### config.mk
export PLATFORM = sky130hd
export DESIGN_NAME = bcd_conv_seq
export DESIGN_NICKNAME = d
export VERILOG_FILES = /design/src/rtl/bcd_pkg.sv /design/src/rtl/bcd_dabble_step.sv /design/src/rtl/bcd_conv_seq.sv
export SDC_FILE = /design/constraint.sdc
export NUM_CORES = 1
export LEC_CHECK = 0
export CAP_MARGIN = 20
export CELL_PAD_IN_SITES_DETAIL_PLACEMENT = 0
export CELL_PAD_IN_SITES_GLOBAL_PLACEMENT = 1
export CORE_UTILIZATION = 39
export DETAILED_ROUTE_END_ITERATION = 7
export PLACE_DENSITY_LB_ADDON = 0.25
export RECOVER_POWER = 25
export SLEW_MARGIN = 5
export SYNTH_ARGS = -nofsm -noshare
export SYNTH_HDL_FRONTEND = slang
export SYNTH_SLANG_ARGS = --single-unit
### constraint.sdc
create_clock -name clk -period 11 [get_ports clk]
set_clock_uncertainty 0.05 [all_clocks]
set_input_delay 1.65 -clock clk [delete_from_list [all_inputs] [get_ports clk]]
set_output_delay 1.65 -clock clk [all_outputs]
set_load 0.01 [all_outputs]
### src/rtl/bcd_pkg.sv
// Shared types and digit helpers for the sequential binary-to-BCD converter.
// The blanking helper works on a fixed maximum width so any DIGITS up to MAX_DIGITS can use it.
package bcd_pkg;

  typedef enum logic [1:0] {IDLE, SHIFT, DONE} state_e;

  localparam logic [3:0] BCD_BLANK  = 4'hF;
  localparam int         MAX_DIGITS = 16;
  localparam int         MAX_W      = MAX_DIGITS * 4;

  function automatic logic [3:0] bcd_add3(input logic [3:0] digit);
    return (digit >= 4'd5) ? digit + 4'd3 : digit;
  endfunction

  // Leading zeros above digit 0 become BCD_BLANK; digits at or above 'digits' pass through.
  function automatic logic [MAX_W-1:0] bcd_blank(input logic [MAX_W-1:0] vec, input int digits);
    logic [MAX_W-1:0] res;
    logic             leading;
    res     = vec;
    leading = 1'b1;
    for (int i = MAX_DIGITS - 1; i >= 1; i--) begin
      if (i < digits) begin
        if (leading && vec[i*4 +: 4] == 4'd0) res[i*4 +: 4] = BCD_BLANK;
        else leading = 1'b0;
      end
    end
    return res;
  endfunction

endpackage

### src/rtl/bcd_dabble_step.sv
// One double-dabble iteration: add 3 to every digit >= 5, then shift left taking bit_in.
// carry_out is the bit pushed out of the top digit.
module bcd_dabble_step
  import bcd_pkg::*;
#(
  parameter int DIGITS = 6
) (
  input  logic [DIGITS*4-1:0] acc_in,
  input  logic                bit_in,
  output logic [DIGITS*4-1:0] acc_out,
  output logic                carry_out
);

  logic [DIGITS*4-1:0] adj;

  genvar gi;
  generate
    for (gi = 0; gi < DIGITS; gi++) begin : g_digit
      assign adj[gi*4 +: 4] = bcd_add3(acc_in[gi*4 +: 4]);
    end
  endgenerate

  assign carry_out = adj[DIGITS*4-1];
  assign acc_out   = {adj[DIGITS*4-2:0], bit_in};

endmodule

### src/rtl/bcd_conv_seq.sv
// Multi-channel binary-to-BCD converter: one shared double-dabble engine,
// round-robin granted, with held per-channel results and a one-cycle done pulse.
module bcd_conv_seq
  import bcd_pkg::*;
#(
  parameter int CHANNELS = 3,
  parameter int BIN_W    = 20,
  parameter int DIGITS   = 6,
  parameter int LZ_BLANK = 1
) (
  input  logic                         clk,
  input  logic                         rst,
  input  logic [CHANNELS-1:0]          in_valid,
  input  logic [CHANNELS*BIN_W-1:0]    in_data,
  output logic [CHANNELS-1:0]          in_ready,
  output logic [CHANNELS*DIGITS*4-1:0] bcd_out,
  output logic [CHANNELS-1:0]          out_valid,
  output logic [CHANNELS-1:0]          ovf,
  output logic                         busy
);

  localparam int ACC_W = DIGITS * 4;
  localparam int PTR_W = (CHANNELS > 1) ? $clog2(CHANNELS) : 1;
  localparam int CNT_W = $clog2(BIN_W + 1);

  state_e             state_q, state_d;
  logic [PTR_W-1:0]   ptr_q, ptr_d;
  logic [PTR_W-1:0]   ch_q, ch_d;
  logic [BIN_W-1:0]   bin_q, bin_d;
  logic [ACC_W-1:0]   acc_q, acc_d;
  logic               sticky_q, sticky_d;
  logic [CNT_W-1:0]   cnt_q, cnt_d;

  logic [BIN_W-1:0]   in_word [CHANNELS];
  logic               grant_found;
  logic [PTR_W-1:0]   grant_idx;
  logic [PTR_W-1:0]   scan_idx;
  int                 scan_pos;
  logic [ACC_W-1:0]   step_acc;
  logic               step_carry;
  logic               last_shift;
  logic               final_ovf;
  logic [ACC_W-1:0]   result_bcd;
  logic [CHANNELS-1:0] wr_en;

  genvar gi;
  generate
    for (gi = 0; gi < CHANNELS; gi++) begin : g_unpack
      assign in_word[gi] = in_data[gi*BIN_W +: BIN_W];
    end
  endgenerate

  // First requester at or after the pointer, wrapping around.
  always_comb begin
    grant_found = 1'b0;
    grant_idx   = '0;
    scan_idx    = '0;
    scan_pos    = 0;
    for (int i = 0; i < CHANNELS; i++) begin
      scan_pos = int'(ptr_q) + i;
      if (scan_pos >= CHANNELS) scan_pos = scan_pos - CHANNELS;
      scan_idx = PTR_W'(scan_pos);
      if (!grant_found && in_valid[scan_idx]) begin
        grant_found = 1'b1;
        grant_idx   = scan_idx;
      end
    end
  end

  always_comb begin
    in_ready = '0;
    if (state_q == IDLE && grant_found) in_ready[grant_idx] = 1'b1;
  end

  bcd_dabble_step #(.DIGITS(DIGITS)) u_step (
    .acc_in    (acc_q),
    .bit_in    (bin_q[BIN_W-1]),
    .acc_out   (step_acc),
    .carry_out (step_carry)
  );

  assign last_shift = (state_q == SHIFT) && (cnt_q == CNT_W'(1));
  assign final_ovf  = sticky_q | step_carry;
  assign busy       = (state_q != IDLE);

  always_comb begin
    result_bcd = step_acc;
    if (final_ovf)          result_bcd = {DIGITS{4'h9}};
    else if (LZ_BLANK != 0) result_bcd = ACC_W'(bcd_blank(MAX_W'(step_acc), DIGITS));
  end

  always_comb begin
    state_d  = state_q;
    ptr_d    = ptr_q;
    ch_d     = ch_q;
    bin_d    = bin_q;
    acc_d    = acc_q;
    sticky_d = sticky_q;
    cnt_d    = cnt_q;
    case (state_q)
      IDLE: begin
        if (grant_found) begin
          bin_d    = in_word[grant_idx];
          acc_d    = '0;
          sticky_d = 1'b0;
          cnt_d    = CNT_W'(BIN_W);
          ch_d     = grant_idx;
          ptr_d    = (int'(grant_idx) == CHANNELS - 1) ? '0 : grant_idx + 1'b1;
          state_d  = SHIFT;
        end
      end
      SHIFT: begin
        bin_d    = bin_q << 1;
        acc_d    = step_acc;
        sticky_d = final_ovf;
        cnt_d    = cnt_q - 1'b1;
        if (last_shift) state_d = DONE;
      end
      DONE:    state_d = IDLE;
      default: state_d = IDLE;
    endcase
  end

  always_ff @(posedge clk or posedge rst) begin
    if (rst) begin
      state_q  <= IDLE;
      ptr_q    <= '0;
      ch_q     <= '0;
      bin_q    <= '0;
      acc_q    <= '0;
      sticky_q <= 1'b0;
      cnt_q    <= '0;
    end else begin
      state_q  <= state_d;
      ptr_q    <= ptr_d;
      ch_q     <= ch_d;
      bin_q    <= bin_d;
      acc_q    <= acc_d;
      sticky_q <= sticky_d;
      cnt_q    <= cnt_d;
    end
  end

  // Result registers load on the final shift edge so they and the done pulse
  // are both visible during the DONE cycle.
  generate
    for (gi = 0; gi < CHANNELS; gi++) begin : g_chan
      logic [ACC_W-1:0] bcd_q, bcd_d;
      logic             ovf_q, ovf_d;
      logic             done_q;

      assign wr_en[gi] = last_shift && (ch_q == PTR_W'(gi));
      assign bcd_d     = wr_en[gi] ? result_bcd : bcd_q;
      assign ovf_d     = wr_en[gi] ? final_ovf  : ovf_q;

      always_ff @(posedge clk or posedge rst) begin
        if (rst) begin
          bcd_q  <= '0;
          ovf_q  <= 1'b0;
          done_q <= 1'b0;
        end else begin
          bcd_q  <= bcd_d;
          ovf_q  <= ovf_d;
          done_q <= wr_en[gi];
        end
      end

      assign bcd_out[gi*ACC_W +: ACC_W] = bcd_q;
      assign ovf[gi]                    = ovf_q;
      assign out_valid[gi]              = done_q;
    end
  endgenerate

endmodule

### Word-level counts from Yosys, hierarchy flattened

Cells that the tools add are included.

| word-level totals | value |
|---|---|
| output and inout bits | 82 |
| input port bits | 65 |
| register bits after elaboration | 134 |
| logic and storage cells | 132 |

| operators by class | value |
|---|---|
| equality and inequality tests | 7 |
| bitwise logic cells | 2 |
| reductions and logical operators | 26 |
| order comparisons | 15 |
| $add $sub $neg | 13 |
| mux-type cells | 53 |

Operator list:

| operator | number |
|---|---|
| two-way mux 20 bit | 3 |
| two-way mux 24 bit | 2 |
| one-hot mux 24 bit (2 select lines) | 1 |
| two-way mux 4 bit | 11 |
| binary-select mux 20 bit (select 2 bit) | 1 |
| one-hot mux 20 bit (2 select lines) | 1 |
| adder 4 x 2 -> 4 bit, second input constant | 6 |
| >= comparator 4 x 3 -> 1 bit, second input constant | 6 |
| zero test 4 bit | 5 |
| two-way mux 2 bit | 9 |
| two-way mux 1 bit | 16 |
| logical AND 1 bit | 12 |
| less-than comparator 2 x 3 -> 1 bit, second input constant | 4 |
| one-hot mux 5 bit (2 select lines) | 1 |
| binary-select mux 1 bit (select 2 bit) | 3 |
| >= comparator 3 x 2 -> 1 bit, second input constant | 2 |
| AND reduction 2 bit | 3 |
| subtractor 2 bit, second input constant | 3 |
| == test 5 x 1 -> 1 bit, second input constant | 1 |
| two-way mux 5 bit | 1 |
| subtractor 5 x 1 -> 5 bit, second input constant | 1 |
| == test 2 x 1 -> 1 bit, second input constant | 2 |
| == test 2 bit, second input constant | 2 |
| zero test 2 bit | 2 |
| other kinds (15) | 18 |

### Logic depth before layout (Yosys ltp)

Gate-level depths: netlist (run 1).

| depth | value |
|---|---|
| word-level depth | 17 |
| depth in mapped cells | 11 |
| depth with buffers taken out | 9 |

### Cells and area by module

From an unflattened synthesis (run 1), not the netlist that was laid out.

| unflattened totals | value |
|---|---|
| cell total of the unflattened synthesis | 807 |
| area total of the unflattened synthesis | 6,932.9 µm² |

By module, submodules not included:

| module | area each (µm²) | seq. area each (µm²) | cells each | times used |
|---|---|---|---|---|
| bcd_conv_seq | 6,317.3 | 3,353.2 | 710 | 1 |
| bcd_dabble_step | 615.6 | 0.0 | 97 | 1 |

### Least setup slack after synthesis (run 1)

No wires, ideal clock.

| path | value |
|---|---|
| kind | input to output |
| from | in in_valid[0] |
| to | out in_ready[0] |
| slack | 6.433 ns |
| cell stages on the path | 6 |
| data arrival time | 2.867 ns |
| path buffers | 1 |
| path through | inv_1 maj3_1 o221ai_1 buf_4 nand2_1 nor2_1 |

| between the ends | value |
|---|---|
| longest elaborated chain between the ends | 14 |
| elaborated cells between the ends (all ways) | 23 |

Ends and longest elaborated chain:

| what | RTL line | RTL |
|---|---|---|
| start: declaration | bcd_conv_seq.sv:13 | `input logic [CHANNELS-1:0] in_valid,` |
| binary-select mux 1 bit (select 2 bit) | bcd_conv_seq.sv:63 | `if (!grant_found && in_valid[scan_idx]) begin` |
| two-way mux 1 bit (implied by the code) | bcd_conv_seq.sv:63 |  |
| two-way mux 1 bit | bcd_conv_seq.sv:63 |  |
| zero test 1 bit | bcd_conv_seq.sv:63 |  |
| logical AND 1 bit | bcd_conv_seq.sv:63 |  |
| two-way mux 1 bit | bcd_conv_seq.sv:63 |  |
| zero test 1 bit | bcd_conv_seq.sv:63 |  |
| logical AND 1 bit | bcd_conv_seq.sv:63 |  |
| two-way mux 2 bit | bcd_conv_seq.sv:63 |  |
| less-than comparator 2 x 3 -> 1 bit (implied by the code) or >= comparator 2 x 1 -> 1 bit (tied branches) | bcd_conv_seq.sv:72 | `if (state_q == IDLE && grant_found) in_ready[grant_idx] = 1'b1;` |
| logical AND 1 bit (implied by the code) | bcd_conv_seq.sv:72 |  |
| two-way mux 1 bit (implied by the code) | bcd_conv_seq.sv:72 |  |
| demux 1 bit (select 2 bit) | bcd_conv_seq.sv:72 |  |
| two-way mux 3 bit * | bcd_conv_seq.sv:72 |  |
| end: declaration | bcd_conv_seq.sv:15 | `output logic [CHANNELS-1:0] in_ready,` |

Every way passes the cells marked *; elsewhere a longest branch is shown, timed or not. The select of a mux whose other input is x is not followed.

### Worst setup path in the final report (run 1)

| path | value |
|---|---|
| from | in in_valid[2] |
| to | out in_ready[2] |

Same word-level chain as after synthesis.

==> results of run 1 <==
[kinds of logic after synthesis]
group / after synthesis / share of synthesized area
flops: 134 / 0.5054
mux: 40 / 0.06336
xor+xnor: 9 / 0.01188
compound gates: 178 / 0.1788
fa+ha+maj: 18 / 0.03319
buf+inv: 71 / 0.05336
simple gates: 219 / 0.1541
[sequential cells by signal, summed over array words and instances (netlist names)]
| name | count |
|---|---|
| g_chan.ovf_q | 3 |
| bin_q | 20 |
| ptr_q | 2 |
| sticky_q | 1 |
| g_chan.done_q | 3 |
| acc_q | 24 |
| g_chan.bcd_q | 72 |
| ch_q | 2 |
| state_q | 2 |
| cnt_q | 5 |
[worst max-delay path: cells and delay by family]
kind / cells / cell delay, ns
simple gates: 2 / 0.37
compound gates: 1 / 0.33
buf+inv: 3 / 1.47
fa+ha+maj: 1 / 0.35
[Yosys cell counts, types with 2 or more instances]
cell type and number:
sky130_fd_sc_hd__a2bb2oi_1 15, sky130_fd_sc_hd__mux2_2 16, sky130_fd_sc_hd__dfrtp_1 134, sky130_fd_sc_hd__nor3b_1 9
sky130_fd_sc_hd__buf_4 9, sky130_fd_sc_hd__and3_1 2, sky130_fd_sc_hd__clkbuf_1 15, sky130_fd_sc_hd__a21oi_1 17
sky130_fd_sc_hd__inv_2 3, sky130_fd_sc_hd__a31oi_1 32, sky130_fd_sc_hd__and2_1 3, sky130_fd_sc_hd__nand2_1 102
sky130_fd_sc_hd__nand3b_1 4, sky130_fd_sc_hd__inv_1 21, sky130_fd_sc_hd__nor2_1 42, sky130_fd_sc_hd__a21o_1 4
sky130_fd_sc_hd__maj3_1 2, sky130_fd_sc_hd__nor3_1 5, sky130_fd_sc_hd__a221o_1 2, sky130_fd_sc_hd__and3b_1 2
sky130_fd_sc_hd__nand4_1 2, sky130_fd_sc_hd__nand2b_1 7, sky130_fd_sc_hd__buf_2 15, sky130_fd_sc_hd__nor2b_1 4
sky130_fd_sc_hd__xor2_1 2, sky130_fd_sc_hd__o31ai_1 3, sky130_fd_sc_hd__ha_1 16, sky130_fd_sc_hd__a41oi_1 4
sky130_fd_sc_hd__o21ai_0 57, sky130_fd_sc_hd__a22oi_1 5, sky130_fd_sc_hd__mux2i_1 24, sky130_fd_sc_hd__a22o_1 23
sky130_fd_sc_hd__buf_6 3, sky130_fd_sc_hd__o21ai_1 5, sky130_fd_sc_hd__buf_1 4, sky130_fd_sc_hd__xnor2_1 7
sky130_fd_sc_hd__nand3_1 27, sky130_fd_sc_hd__a211o_1 2
[per-layer routing]
layer,track usage,up-vias,wire (um)
met4,0.08557,0,326
met2,0.3406,170,8295
met3,0.04368,24,849
li1,-,2624,-
met1,0.2577,2674,7602
met5,0,-,0
[power breakdown]
group	internal [W]	total [W]	leakage [nW]	switching, W
registers	0.000655	0.000775	1.70	0.000120
clock network	0.000336	0.000535	0.275	0.000199
logic	0.000439	0.000975	1.91	0.000536
total	0.00143	0.00228	3.89	0.000855
[area by class of cell]
type / count / area (um2)
clock inverters: 4 / 45.04
repair buffers: 151 / 1495
inverters: 25 / 96.34
fillers: 1536 / 7890
clock buffers: 25 / 505.5
flip-flops and latches: 134 / 3353
well taps: 220 / 275.3
multi-input cells: 464 / 2923
[metrics by stage]
stage               std cells  instance area [um2]    util
floorplan                 669                 6635       -
global placement          994                 8179  0.4932
detailed placement        994                 8179  0.4932
CTS                      1023                 8730  0.5264
global route             1023                 8693  0.5242
finish                   1023                 8693  0.5242
[final timing paths]
kind	end	slack, ns	start	cells after the start
max	in_ready[2]	5.11	in_valid[2]	7
min	g_chan[0].bcd_q[1]	0.43	g_chan[0].bcd_q[1]	2
max reg2reg	g_chan[0].bcd_q[13]	6.23	state_q[1]	7
min reg2reg	g_chan[0].bcd_q[1]	0.43	g_chan[0].bcd_q[1]	2
max in group asynchronous	acc_q[22]	6.59	rst	3
min in group asynchronous	g_chan[2].bcd_q[0]	2.46	rst	2
==> results summary, run 1 <==
The final critical delay including setup and external delays is ~5.9 ns. The commonest non-fill, non-tap cell in the layout is sky130_fd_sc_hd__clkdlybuf4s50_1. The initial utilization of the core area, before any placement, comes to 0.4001. STA classifies the critical path endpoint as a primary output.

Counting along the longest clock path gives a buffer depth of 2. The flow ran to the end, but the final reports show violations. Summed over all instances, the cell type with the most area after synthesis is sky130_fd_sc_hd__dfrtp_1. The number of hold violations in the final report is 0. The cell sitting at the root of the clock tree is a sky130_fd_sc_hd__clkbuf_16. At the worst endpoint, the required time is 9.30 ns. Among all stages on the critical path, the largest delay is contributed by sky130_fd_sc_hd__clkdlybuf4s50_1. Entering global routing, the biggest net connects 70 pins. The peak fanout along the critical path is 57.

The antenna diode instance count came out at 0. Of all flip-flops after synthesis, the portion carrying an async set or reset was 1.000. The largest incremental delay on the critical path is 0.60 ns. The signal on the critical path passes through clkdlybuf4s50_1 -> nor2_1 -> maj3_1 -> a221o_2 -> buf_4 -> nor2_1 -> clkdlybuf4s50_1.

The tightest hold margin came out at 0.4253 ns. The via count of the routed design came out at 5492. The power density over the cells came out at 262.8 nW/um2.

The number of clock buffers inserted by TritonCTS is 17. The wire length of the first global-routing pass came out at approximately 28000 um. The setup slack after layout came out at approximately 5.1 ns. The floorplan core area is 16580 um2.

The final wirelength came out at 17070 um. The area growth from synthesis to layout is 31.02%. Setup repair after global routing left no endpoint under its margin. The worst-margin pin slew is 2.922 ns. For this design the static power due to leakage is 3.887 nW. Counting distinct cell types in the post-synthesis netlist gives 58. The post-synth net total is 750. The area share of the largest cell type after synthesis is 0.5054.

Data arrives at the worst endpoint at about 4.2 ns. In the synthesized netlist the dominant register cell turns out to be sky130_fd_sc_hd__dfrtp_1. The average footprint of a synthesized cell came out at 9.918 um2. The number of optimization iterations in the first detailed-route pass is 5.

The vertical die dimension came out at 132.4 um. The fraction of layout instances using a drive strength above 1 is 0.07846. Clock-pin slew was measured on the worst setup and hold paths at about 0.05 ns. The via count of the first global-routing pass came out at roughly 5.5k. Headroom to the max-slew limit came out at -0.9586. The clock tree from TritonCTS is yes. The pre-CTS worst setup slack is 5.121 ns. The number of DRC violations after detailed-routing iteration 0 came out at 324. Setup violations remaining at the end of the flow were counted as 0.

The number of top-level pins came out at 147. The post-route clock period utilization came out at 0.5352. The completed layout was analyzed and its total power is 0.002285 W.

The post-cts sizing count is 0. The source-to-sink clock delay at the later pin of the worst-skew pair is 0.42 ns. The register bit total from synthesis is 134.

Yosys mapped a number of flops with a built-in enable equal to 0. The die covers 17540 um2. The final RePlAce weighted congestion came out at 0.7634.

Yosys printed 0 warnings. The min-delay analysis places its worst path in the category register to register. Once the clock tree was built, the setup fixing pass inserted 0 buffers. After legalization and detailed placement, the total HPWL measured 12030 um.

After detailed routing, the average wire length per cell comes to between 15 and 20 um. The count of buffers added on input and output ports is 146. The number of max-slew violations in the final report was 124. The final net count is 874. The post-synthesis sequential area ratio came out at 0.5054.

In the layout the commonest cells are sky130_fd_sc_hd__clkdlybuf4s50_1, sky130_fd_sc_hd__dfrtp_1, sky130_fd_sc_hd__nand2_1. The maximum ir drop on the vdd rail is 162.3 uV. The floorplan has 47 rows. In this run the horizontal extent of the chip is ~130 um.

The setup path with the least slack is of type primary input to primary output. The number of buffers inserted by hold repair at cts came out at 0. The instance count of the mapped netlist is roughly 670. In the routed design, unresolved DRC markers number 0. Summed over all failing endpoints, the final setup total negative slack is 0 ns. The count of antenna-violating nets left after detailed routing came out at 0.

The final reports fail on max-capacitance violations, max-slew violations. The worst setup path is launched from a primary input. The number of maximum-capacitance constraint violations is 2. The maximum level of the CTS H-tree came out at 4. The final global-route overflow total came out at 0. The cell area after technology mapping is 6635 um2. The average vias per placed instance came out at 5.369. The number of clock sinks seen by CTS is ~130. The maximum clock rate came out at 169.9 MHz.

The number of antenna violations at the first check in global routing was 0. By area the synthesized netlist is led by sky130_fd_sc_hd__dfrtp_1, sky130_fd_sc_hd__nand2_1, sky130_fd_sc_hd__o21ai_0. The all-layer global routing usage came out at 0.2044.
Power figures use the tool's default switching activity.
==> run 2, diff against run 1 <==
Clock period 11 ns to 5.8 ns, I/O delays scaled along.
==> run 2 against run 1 <==
- the run still ends with max-capacitance violations, max-slew violations left
- utilization grew 0.50 points
- routed wire length shrank 2.1%
- clock-buffer cell count shrank 6
- setup slack got worse by 3.7 ns
- register-to-register slack got worse by 4.2 ns
- critical path type unchanged
- highest routed layer unchanged
==> results summary, run 2 (same netlist as run 1, synthesis figures left out) <==
The die area came out at 17540 um2. For the pin with the worst max-slew slack, the measured transition is 3.484 ns. The kind of capture point of the worst setup path is a primary output. For this block, the routed nets add up to 16720 um of wire. Gates resized during post-CTS repair numbered 0.

The final critical delay including setup and external delays came out at 4.400 ns. The via count of the first global-routing pass is between 5k and 6k. The count of buffers added on input and output ports is 146.

Following the worst setup path forward leads to its endpoint at in_ready[2]. In this run the critical register-to-register path is launched from state_q[1]. Pin placement for this block handled 147 I/O pins. The number of placed instances, taps included, is roughly 990. Setup repair after global routing left no endpoint under its margin. The most critical setup path has its startpoint at in_valid[2]. The top cell types in the final layout, fill and taps aside, are sky130_fd_sc_hd__clkdlybuf4s50_1, sky130_fd_sc_hd__dfrtp_1, sky130_fd_sc_hd__nand2_1. The post-synthesis to final-layout area growth is 32.26%. In this run the worst hold path is classified as register to register. CTS built an H-tree with a depth of 4. The root buffer cell is sky130_fd_sc_hd__clkbuf_16.

The final RePlAce weighted congestion came out at 0.8251. The initial core utilization came out at 0.4001. At the later pin of the worst-skew pair, clock insertion delay measures 0.42 ns. Walking the worst path, the cells encountered are clkdlybuf4s50_1 -> nor2_1 -> maj3_1 -> a221o_2 -> buf_12 -> nor2_1 -> clkdlybuf4s50_1. The final cell count without fillers came out at between 1k and 1.5k.

Clock-pin slew was measured on the worst setup and hold paths at 0.05 ns. The register ranked first by flip-flop count is g_chan.bcd_q. The buffering stage count on the worst path with inverters included came out at 3.

The critical path is of the primary input to primary output type. The first global-routing pass estimated 27810 um of wire. In this run the power density over the cells is 500.9 nW/um2. The peak fanout along the critical path came out at 36.

The area of the multi-input gates came out at 2938 um2. The count of antenna-violating nets left after detailed routing is 0. The clock passes through at most 2 buffers. The floorplan core area is 16580 um2.

Among all stages on the critical path, the largest delay is contributed by sky130_fd_sc_hd__clkdlybuf4s50_1. The detailed router placed 5451 vias in this run. The number of clock buffers inserted by TritonCTS came out at 17. After detailed routing, the average wire length per cell comes to 16.31 um.

At the worst endpoint, the required time is 4.88 ns. The largest incremental delay on the critical path came out at ~0.59 ns. The number of max-slew violations in the final report is 152. The fraction of layout instances using a drive strength above 1 is 0.08696. The number of flip-flops in the largest register came out at 72. The number of optimization iterations in the first detailed-route pass came out at 5. The checks that failed: max-capacitance violations, max-slew violations.

The number of antenna violations at the first check in global routing was 0. Data arrives at the worst endpoint at about 3.5 ns. The tightest slew margin relative to the limit came out at -1.322.

OpenSTA, run right after detailed placement, puts the worst setup slack at 1.284 ns. The number of DRC violations after detailed-routing iteration 0 is 323. Entering global routing, the biggest net connects 95 pins. The antenna diode instance count came out at 0. The vertical die dimension is between 100 and 150 um. STA classifies the critical path startpoint as a primary input. Summing all flip-flop and latch instances after layout gives 3353 um2. Timing would allow up to 227.3 MHz. At the end of the flow, the number of nets in the layout was around 870. The count of fill cells added during filler insertion is 1488. The worst path meets setup with 1.400 ns of slack. The number of hold violations in the final report is 0. The number of buffers inserted by hold repair at cts is 0. The top cell family by delay on the critical path is buffers and inverters. The average vias per placed instance is 5.318. The clock tree from TritonCTS is yes. The number of clock sinks seen by CTS is between 100 and 150. The row count is 47. For this run, design rule violations remaining after detail routing come to 0. The length in cells of the worst reg-to-reg path came out at 6. After routing, the total negative slack on setup checks comes to 0 ns. For this run, the total global-route usage over all layers was measured as 0.2014. The minimum setup slack among reg-to-reg paths came out at just over 2 ns.

Setup violations remaining at the end of the flow were counted as 0. The number of logic stages on the critical path including buffering is 7. In this run the horizontal extent of the chip is 132.4 um. The analysis attributes to cell leakage a power of 3.914 nW.

Once detailed placement completed, the half-perimeter wirelength came to between 10000 and 15000 um. The run finished, with violations left. The final core utilization is 0.5292. Buffers added to address setup during post-CTS repair amount to 0. The maximum ir drop on the vdd rail came out at 261.3 uV.

The commonest non-fill, non-tap cell in the layout is sky130_fd_sc_hd__clkdlybuf4s50_1. The final global-route overflow total came out at 0. In this run the critical register-to-register path is captured at g_chan[2].bcd_q[6].

Across the run, the number of max-cap violations was 2. The largest registers in the layout are g_chan.bcd_q: 72 flops, acc_q: 24 flops, bin_q: 20 flops. The post-route clock period utilization came out at 0.7587.
run 2: changes by cell type in the layout (fill, tap and decap cells not counted), moves of 2 or more:
cell	change
sky130_fd_sc_hd__clkinvlp_2	-2
sky130_fd_sc_hd__clkbuf_8	-4
sky130_fd_sc_hd__clkbuf_1	-3
sky130_fd_sc_hd__nor2_1	-2
sky130_fd_sc_hd__clkinvlp_4	+5
sky130_fd_sc_hd__bufinv_16	+2
run 2: how the worst min path moves through the flow:
stage,to,depth (start not counted),from,slack (ns)
after floorplan,bin_q[4],2,bin_q[4],0.40
after global placement,g_chan[0].bcd_q[1],2,g_chan[0].bcd_q[1],0.41
after detailed placement,g_chan[0].bcd_q[1],2,g_chan[0].bcd_q[1],0.42
after CTS,g_chan[0].bcd_q[1],2,g_chan[0].bcd_q[1],0.43
after global routing,g_chan[1].bcd_q[1],2,g_chan[1].bcd_q[1],0.45
final,g_chan[0].bcd_q[1],2,g_chan[0].bcd_q[1],0.42
run 2: worst min-delay path: stages (launching register included):
cell	delay, ns
sky130_fd_sc_hd__dfrtp_1	0.34
sky130_fd_sc_hd__nand2_1	0.05
sky130_fd_sc_hd__nand2_1	0.05
run 2: metrics by stage:
| step | hold slack (ns) | power (W) | instance area, um2 |
|---|---|---|---|
| global placement | 0.4094 | 0.003252 | 8164 |
| floorplan | 0.3997 | 0.002688 | 6635 |
| global route | 0.4463 | 0.004718 | 8776 |
| detailed placement | 0.4154 | 0.003320 | 8164 |
| finish | 0.4222 | 0.004396 | 8776 |
| CTS | 0.4294 | 0.004418 | 8763 |
run 2: where the power goes:
| group | internal, W | switching [W] |
|---|---|---|
| clock | 0.000683 | 0.000402 |
| combinational | 0.000839 | 0.00100 |
| sequential | 0.00124 | 0.000229 |
| total | 0.00276 | 0.00163 |
run 2: layout make-up:
| cell class | count | area share |
|---|---|---|
| clock buffer | 19 | 0.05047 |
| multi-input combinational | 464 | 0.3348 |
| timing repair buffer | 150 | 0.1714 |
| sequential | 134 | 0.3821 |
| inverter | 25 | 0.01212 |
| tap | 220 | 0.03137 |
| clock inverter | 13 | 0.01782 |
run 2: routing by layer:
layer	wire, um	up-vias	GRT usage
li1	-	2615	-
met4	462	0	0.08685
met1	7554	2646	0.2632
met2	7900	161	0.3225
met3	805	29	0.04444
met5	0	-	0
